--- config.mk ---
export PLATFORM = sky130hd
export DESIGN_NAME = mux4way_rr
export DESIGN_NICKNAME = d
export VERILOG_FILES = /design/src/rtl/mux4way_rr.sv
export SDC_FILE = /design/constraint.sdc
export NUM_CORES = 1
export LEC_CHECK = 0
export CAP_MARGIN = 20
export CORE_ASPECT_RATIO = 0.75
export CORE_MARGIN = 2
export CORE_UTILIZATION = 36
export DETAILED_ROUTE_END_ITERATION = 7
export GPL_TIMING_DRIVEN = 0
export PLACE_DENSITY = 0.8
export SLEW_MARGIN = 20
export SYNTH_ARGS = -nofsm -noshare
export SYNTH_HDL_FRONTEND = slang
export SYNTH_SLANG_ARGS = --single-unit
--- constraint.sdc ---
create_clock -name clk -period 1.8 [get_ports clk]
set_clock_uncertainty 0.1 [all_clocks]
set_input_delay 0.27 -clock clk [delete_from_list [all_inputs] [get_ports clk]]
set_output_delay 0.27 -clock clk [all_outputs]
set_load 0.03 [all_outputs]
--- src/rtl/mux4way_rr.sv ---
// mux4way_rr: round-robin merge of four valid/ready channels into one registered output stage.
// Define MUX4WAY_COUNT_EN to add the 16-bit xfer_count of completed output transfers.
module mux4way_rr #(
  parameter int WIDTH = 16
) (
  input  logic             clk,
  input  logic             reset,
  input  logic             a_valid,
  input  logic             b_valid,
  input  logic             c_valid,
  input  logic             d_valid,
  input  logic [WIDTH-1:0] a_data,
  input  logic [WIDTH-1:0] b_data,
  input  logic [WIDTH-1:0] c_data,
  input  logic [WIDTH-1:0] d_data,
  output logic             a_ready,
  output logic             b_ready,
  output logic             c_ready,
  output logic             d_ready,
`ifdef MUX4WAY_COUNT_EN
  output logic [15:0]      xfer_count,
`endif
  output logic             out_valid,
  output logic [WIDTH-1:0] out_data,
  output logic [1:0]       out_sel,
  input  logic             out_ready
);
  logic [3:0] vld, gnt;
  logic [WIDTH-1:0] din [4];
  logic can_load, found, load;
  logic [1:0] idx, pick;
  logic out_valid_q, out_valid_d;
  logic [WIDTH-1:0] out_data_q, out_data_d;
  logic [1:0] out_sel_q, out_sel_d, last_q, last_d;
  assign vld = {d_valid, c_valid, b_valid, a_valid};
  assign din[0] = a_data;
  assign din[1] = b_data;
  assign din[2] = c_data;
  assign din[3] = d_data;
  // Search starts just after the last winner; i=4 wraps back to the last winner itself.
  always_comb begin
    can_load = !out_valid_q | out_ready;
    found = 1'b0;
    pick = last_q;
    idx = '0;
    for (int i = 1; i <= 4; i++) begin
      idx = last_q + 2'(i);
      if (!found && vld[idx]) begin
        found = 1'b1;
        pick = idx;
      end
    end
    load = found & can_load & !reset;
    gnt = load ? 4'b0001 << pick : 4'b0000;
    out_valid_d = can_load ? found : out_valid_q;
    out_data_d = load ? din[pick] : out_data_q;
    out_sel_d = load ? pick : out_sel_q;
    last_d = load ? pick : last_q;
  end
  always_ff @(posedge clk) begin
    if (reset) begin
      out_valid_q <= 1'b0;
      out_data_q <= '0;
      out_sel_q <= 2'b00;
      last_q <= 2'b11;
    end else begin
      out_valid_q <= out_valid_d;
      out_data_q <= out_data_d;
      out_sel_q <= out_sel_d;
      last_q <= last_d;
    end
  end
  assign {d_ready, c_ready, b_ready, a_ready} = gnt;
  assign out_valid = out_valid_q;
  assign out_data = out_data_q;
  assign out_sel = out_sel_q;
`ifdef MUX4WAY_COUNT_EN
  logic [15:0] xfer_count_q, xfer_count_d;
  always_comb xfer_count_d = xfer_count_q + 16'(out_valid_q & out_ready);
  always_ff @(posedge clk) begin
    if (reset) xfer_count_q <= '0;
    else xfer_count_q <= xfer_count_d;
  end
  assign xfer_count = xfer_count_q;
`endif
endmodule

## After elaboration in Yosys (flattened, before gate mapping)

Index checks and enable logic that the tools add are counted.

| word-level totals | value |
|---|---|
| register bits after elaboration | 21 |
| bits in writable memories | 0 |
| bits in read-only memories | 0 |
| output and inout bits | 23 |
| bits of input ports | 71 |
| memories kept | 0 |
| latch bits | 0 |

| operators by class | value |
|---|---|
| eq/ne operators | 0 |
| $add $sub $neg | 3 |
| muxes and demuxes | 20 |
| $lt $le $gt $ge | 5 |
| div/mod/pow operators | 0 |
| reduce and logical (&&, ||, !) cells | 8 |
| bitwise logic cells | 4 |
| shift operators | 1 |
| multiply operators | 0 |

Operator list:

| kind | count |
|---|---|
| $bmux W16 S2 | 1 |
| $mux W16 | 2 |
| $lt A2 B3 Y1 const B | 4 |
| $bmux W1 S2 | 4 |
| $mux W1 | 8 |
| $mux W2 | 4 |
| $logic_not A1 Y1 | 5 |
| $add A2 B2 Y2 const B | 2 |
| $mux W4 | 1 |
| $shl A1 B2 Y4 const A | 1 |
| $ge A3 B3 Y1 const B | 1 |
| $logic_and A1 B1 Y1 | 3 |
| $not A2 Y3 | 1 |
| $add A2 B1 Y2 const B | 1 |
| $and A1 B1 Y1 | 2 |
| $or A1 B1 Y1 | 1 |

## Logic depth before layout (Yosys ltp)

| logic depth | value |
|---|---|
| depth in word-level cells | 17 |
| mapped depth | 8 |

## Least setup slack after synthesis

OpenSTA, ideal clock, no wires.

| path | value |
|---|---|
| kind | register -> output |
| start point | reg out_valid_q (netlist: out_valid) |
| end point | out c_ready |
| stages on the path, launching flop included | 6 |
| buffers on the path | 1 |
| setup slack | -0.220 ns |
| arrival time | 1.650 ns |
| cell sequence | dfxtp_1 > nand2b_1 > nor3b_1 > nand3_1 > buf_2 > nor2_1 |

| on the way | value |
|---|---|
| word-level cells in the longest chain between the ends | 5 |

RTL lines:

| element | line | text |
|---|---|---|
| from (decl) | 32 | `logic out_valid_q, out_valid_d;` |
| from (signal assigned) | 67 | `out_valid_q <= out_valid_d;` |
| $logic_not A1 Y1 | 42 | `can_load = !out_valid_q \| out_ready;` |
| $or A1 B1 Y1 | 42 |  |
| $and A1 B1 Y1 (2 in a row) | 53 | `load = found & can_load & !reset;` |
| $mux W4 | 54 | `gnt = load ? 4'b0001 << pick : 4'b0000;` |
| to (decl) | 18 | `output logic c_ready,` |

No other way between the ends.

## Worst setup path after layout

| path | value |
|---|---|
| start point | reg last_q[0] |
| end point | out b_ready |

| on the way | value |
|---|---|
| word-level cells in the longest chain between the ends | 16 |
| elaborated cells between the ends (all ways) | 29 |
| those cells by class | 3 x add/sub; 1 x shift; 17 x mux; 2 x bitwise; 6 x reduce/logical |

RTL lines:

| element | line | text |
|---|---|---|
| from (decl) | 34 | `logic [1:0] out_sel_q, out_sel_d, last_q, last_d;` |
| from (signal assigned) | 70 | `last_q <= last_d;` |
| $add A2 B1 Y2 | 47 | `idx = last_q + 2'(i);` |
| $bmux W1 S2 | 48 | `if (!found && vld[idx]) begin` |
| $mux W1 (not written as such) | 48 |  |
| $mux W1 | 48 |  |
| $logic_not A1 Y1 | 48 |  |
| $logic_and A1 B1 Y1 | 48 |  |
| $mux W1 | 48 |  |
| $logic_not A1 Y1 | 48 |  |
| $logic_and A1 B1 Y1 | 48 |  |
| $mux W1 | 48 |  |
| $logic_not A1 Y1 | 48 |  |
| $logic_and A1 B1 Y1 | 48 |  |
| $mux W1 | 48 |  |
| $and A1 B1 Y1 (2 in a row) | 53 |  |
| $mux W4 * | 54 |  |
| to (decl) | 17 | `output logic b_ready,` |

Every way passes the cells marked *; elsewhere a longest branch is shown, timed or not. The select of a mux whose other input is x is not followed.

==> results.ini <==
[floorplanning]
initial_core_util_pct=36.73
top_level_ports=94
core_area_sq_um=3979
std_cell_rows=20
fp.dieH_microns=59.18
dieArea_sq_um=4591
die_width_microns=77.57

[route]
drc=0
top_layer=met4
wl_per_cell_microns=15.34
dr.first_iter.drc_count=47
wl_met1_microns=2311
met3_length_microns=457
detail_route.vias_per_cell=5.278
num_vias=1763
wl_microns=5124
first_pass_iters=4
ant_nets=0
met2_length_microns=2303

[global_route]
gr-usage-all-layers_pct=22.26
grt_max_degree=16
first_global_vias=1715
antenna_found_initial=0
overflow=0
grt_first_pass_wirelength_microns=7990

[logic_synthesis]
synth_nets=241
seq_area_frac_synth_pct=28.77
ys_ff_latch=21
synth_cells=170
ys.flop_type=dfxtp_1
syn_area_per_cell_sq_um=8.596
netlist-cell-type-count=38
synth_edf_count=0
syn-cell-area_sq_um=1461
yosysWarningCount=0
synthArstFlopShare_pct=0

[sta]
max_slew_margin_pct=69.60
period_share_pct=115.9
setup_ws_ns=-0.2858
layout_min_cycle_time_ns=2.086
setup_viol=11
hold_viol_final=0
drv_slew=0
max_slew.worst_pin.slew_ns=0.4559
fmax_mhz=479.4
rsz0062_at_grt=true

[placed_design]
gp_congestion=0.7316
post-place-ws_ns=-1.217
io_buffers=93
dp_cells=318
dp_hpwl_microns=3585

[finish]
multi_input_area_sq_um=1100
fin_util_pct=69.65
fin_cells=334
fin_nets=351
syn_to_final_growth_pct=89.64
nFillCells=314
n_antenna_cell=0
layout-drive-gt1-share_pct=23.30
register_area_sq_um=427.9

[setup_path]
worstSetupPathType=reg2out
crit_arrival_ns=1.72
reg2reg_slack_ns=-0.05
cp.required_ns=1.43
endpoint_kind=output port
crit_path_max_fanout=5
start_kind=flop

[clocking]
htreeDepth=1
holdBufCountCts=0
clock_latency_ns=0.27
cts_root_buf=clkbuf_8
path_clk_slew_ns=0.09
clock_sinks=21
cts-buffers-inserted=3
cts_tree=done
cts.path.max_buffers=2

[min_path]
min_path_type=in2reg

[job]
cap_violations=0

[power]
p_per_area_nw_per_um2=669.9
leakage_uw=0.001112
finalPower_uw=1857
peakVddDrop_mv=0.4011

[run_status]
violations=setup timing
status=finished, violations left

## worst paths after layout
kind | cells after the start | end | from
setup / recovery | 6 | b_ready | last_q[0]
hold / removal | 3 | out_valid | d_valid
setup reg to reg | 8 | out_data[9] | last_q[0]
hold reg to reg | 2 | out_sel[1] | out_sel[1]
## timing repair
item,CTS,global route
setup endpoints to repair,24,22
resized for setup,67,13
setup buffers,10,5
pin swaps,7,3
## metrics by stage
| stage | hold WS, ns | cell area [sq um] | TNS, ns |
|---|---|---|---|
| 2_1_floorplan | 0.2391 | 1481 | -0.07168 |
| 3_3_place_gp | 0.3295 | 2481 | -14.34 |
| 5_1_grt | 0.2922 | 2771 | -1.876 |
| 6_report | 0.2650 | 2771 | -1.333 |
| 4_1_cts | 0.3223 | 2718 | -0.9491 |
| 3_5_place_dp | 0.3360 | 2481 | -14.97 |
## per-layer routing
layer  global-route usage (%)  vias to the layer above
li1                         -                      868
met1                    27.93                      814
met2                    36.15                       75
met3                    8.689                        6
met4                    6.122                        0
met5                        0                        -
## synth_stat cells (all sizes together), types with 3 or more instances
cell type | instances | area share (%)
nand2 | 20 | 5.1
nor2 | 8 | 2.6
nand4 | 15 | 6.4
o211ai | 15 | 7.7
a21oi | 3 | 1.3
dfxtp | 21 | 29
o31ai | 15 | 7.7
clkbuf | 6 | 1.5
buf | 6 | 3.2
a21bo | 15 | 10
mux2i | 15 | 10
nand2b | 3 | 1.3
and2 | 4 | 1.7
## critical path, stage by stage, from the launching register on
cell,delay (ns)
dfxtp_4,0.39
nor2b_4,0.06
or3_4,0.39
a21boi_4,0.21
buf_6,0.14
and2_4,0.14
buf_6,0.12
## logic make-up after synthesis
logic type,synth area share [%]
mux,10.27
flops,28.77
simple gates,23.72
buf+inv,4.964
compound gates,32.28
## cells in the final DEF (no fill, tap or decap), types with 2 or more instances in the layout
cell type        netlist  final
a211oi_1               2      2
a21bo_1               11     11
a21bo_2                4      4
a21oi_1                2      2
and2_4                 0      2
and3_1                 2      2
buf_4                  3     15
buf_6                  0      6
clkbuf_2               0      5
clkbuf_8               0      3
clkdlybuf4s15_2        0      2
clkdlybuf4s50_1        0     83
dfxtp_1               21     19
dfxtp_4                0      2
dlygate4sd2_1          0      2
mux2i_1               15     14
nand2_1               20     20
nand2b_4               0      2
nand4_1               15     15
nor2_1                 7      5
nor2_4                 1      3
o211ai_1              15     15
o31ai_1               15     15
## cell type report
class | count | share of cell area [%]
Multi-Input combinational cell | 136 | 39.68
Timing Repair Buffer | 107 | 37.38
Sequential cell | 21 | 15.44
Buffer | 10 | 3.205
Tap cell | 55 | 2.483
Clock buffer | 3 | 1.490
Clock inverter | 1 | 0.1806
Inverter | 1 | 0.1354
## flip-flops by register name (all words and copies together) (netlist names)
name / flops
last_q: 2
out_data: 16
out_sel: 2
out_valid: 1
## power breakdown
group	total (uW)	internal, uW	leakage (uW)	switching [uW]
Sequential	572	536	0.000174	36.1
Combinational	965	502	0.000912	463
Clock	320	155	0.0000255	165
Total	1860	1190	0.00111	664
(Power assumes the default switching activity.)
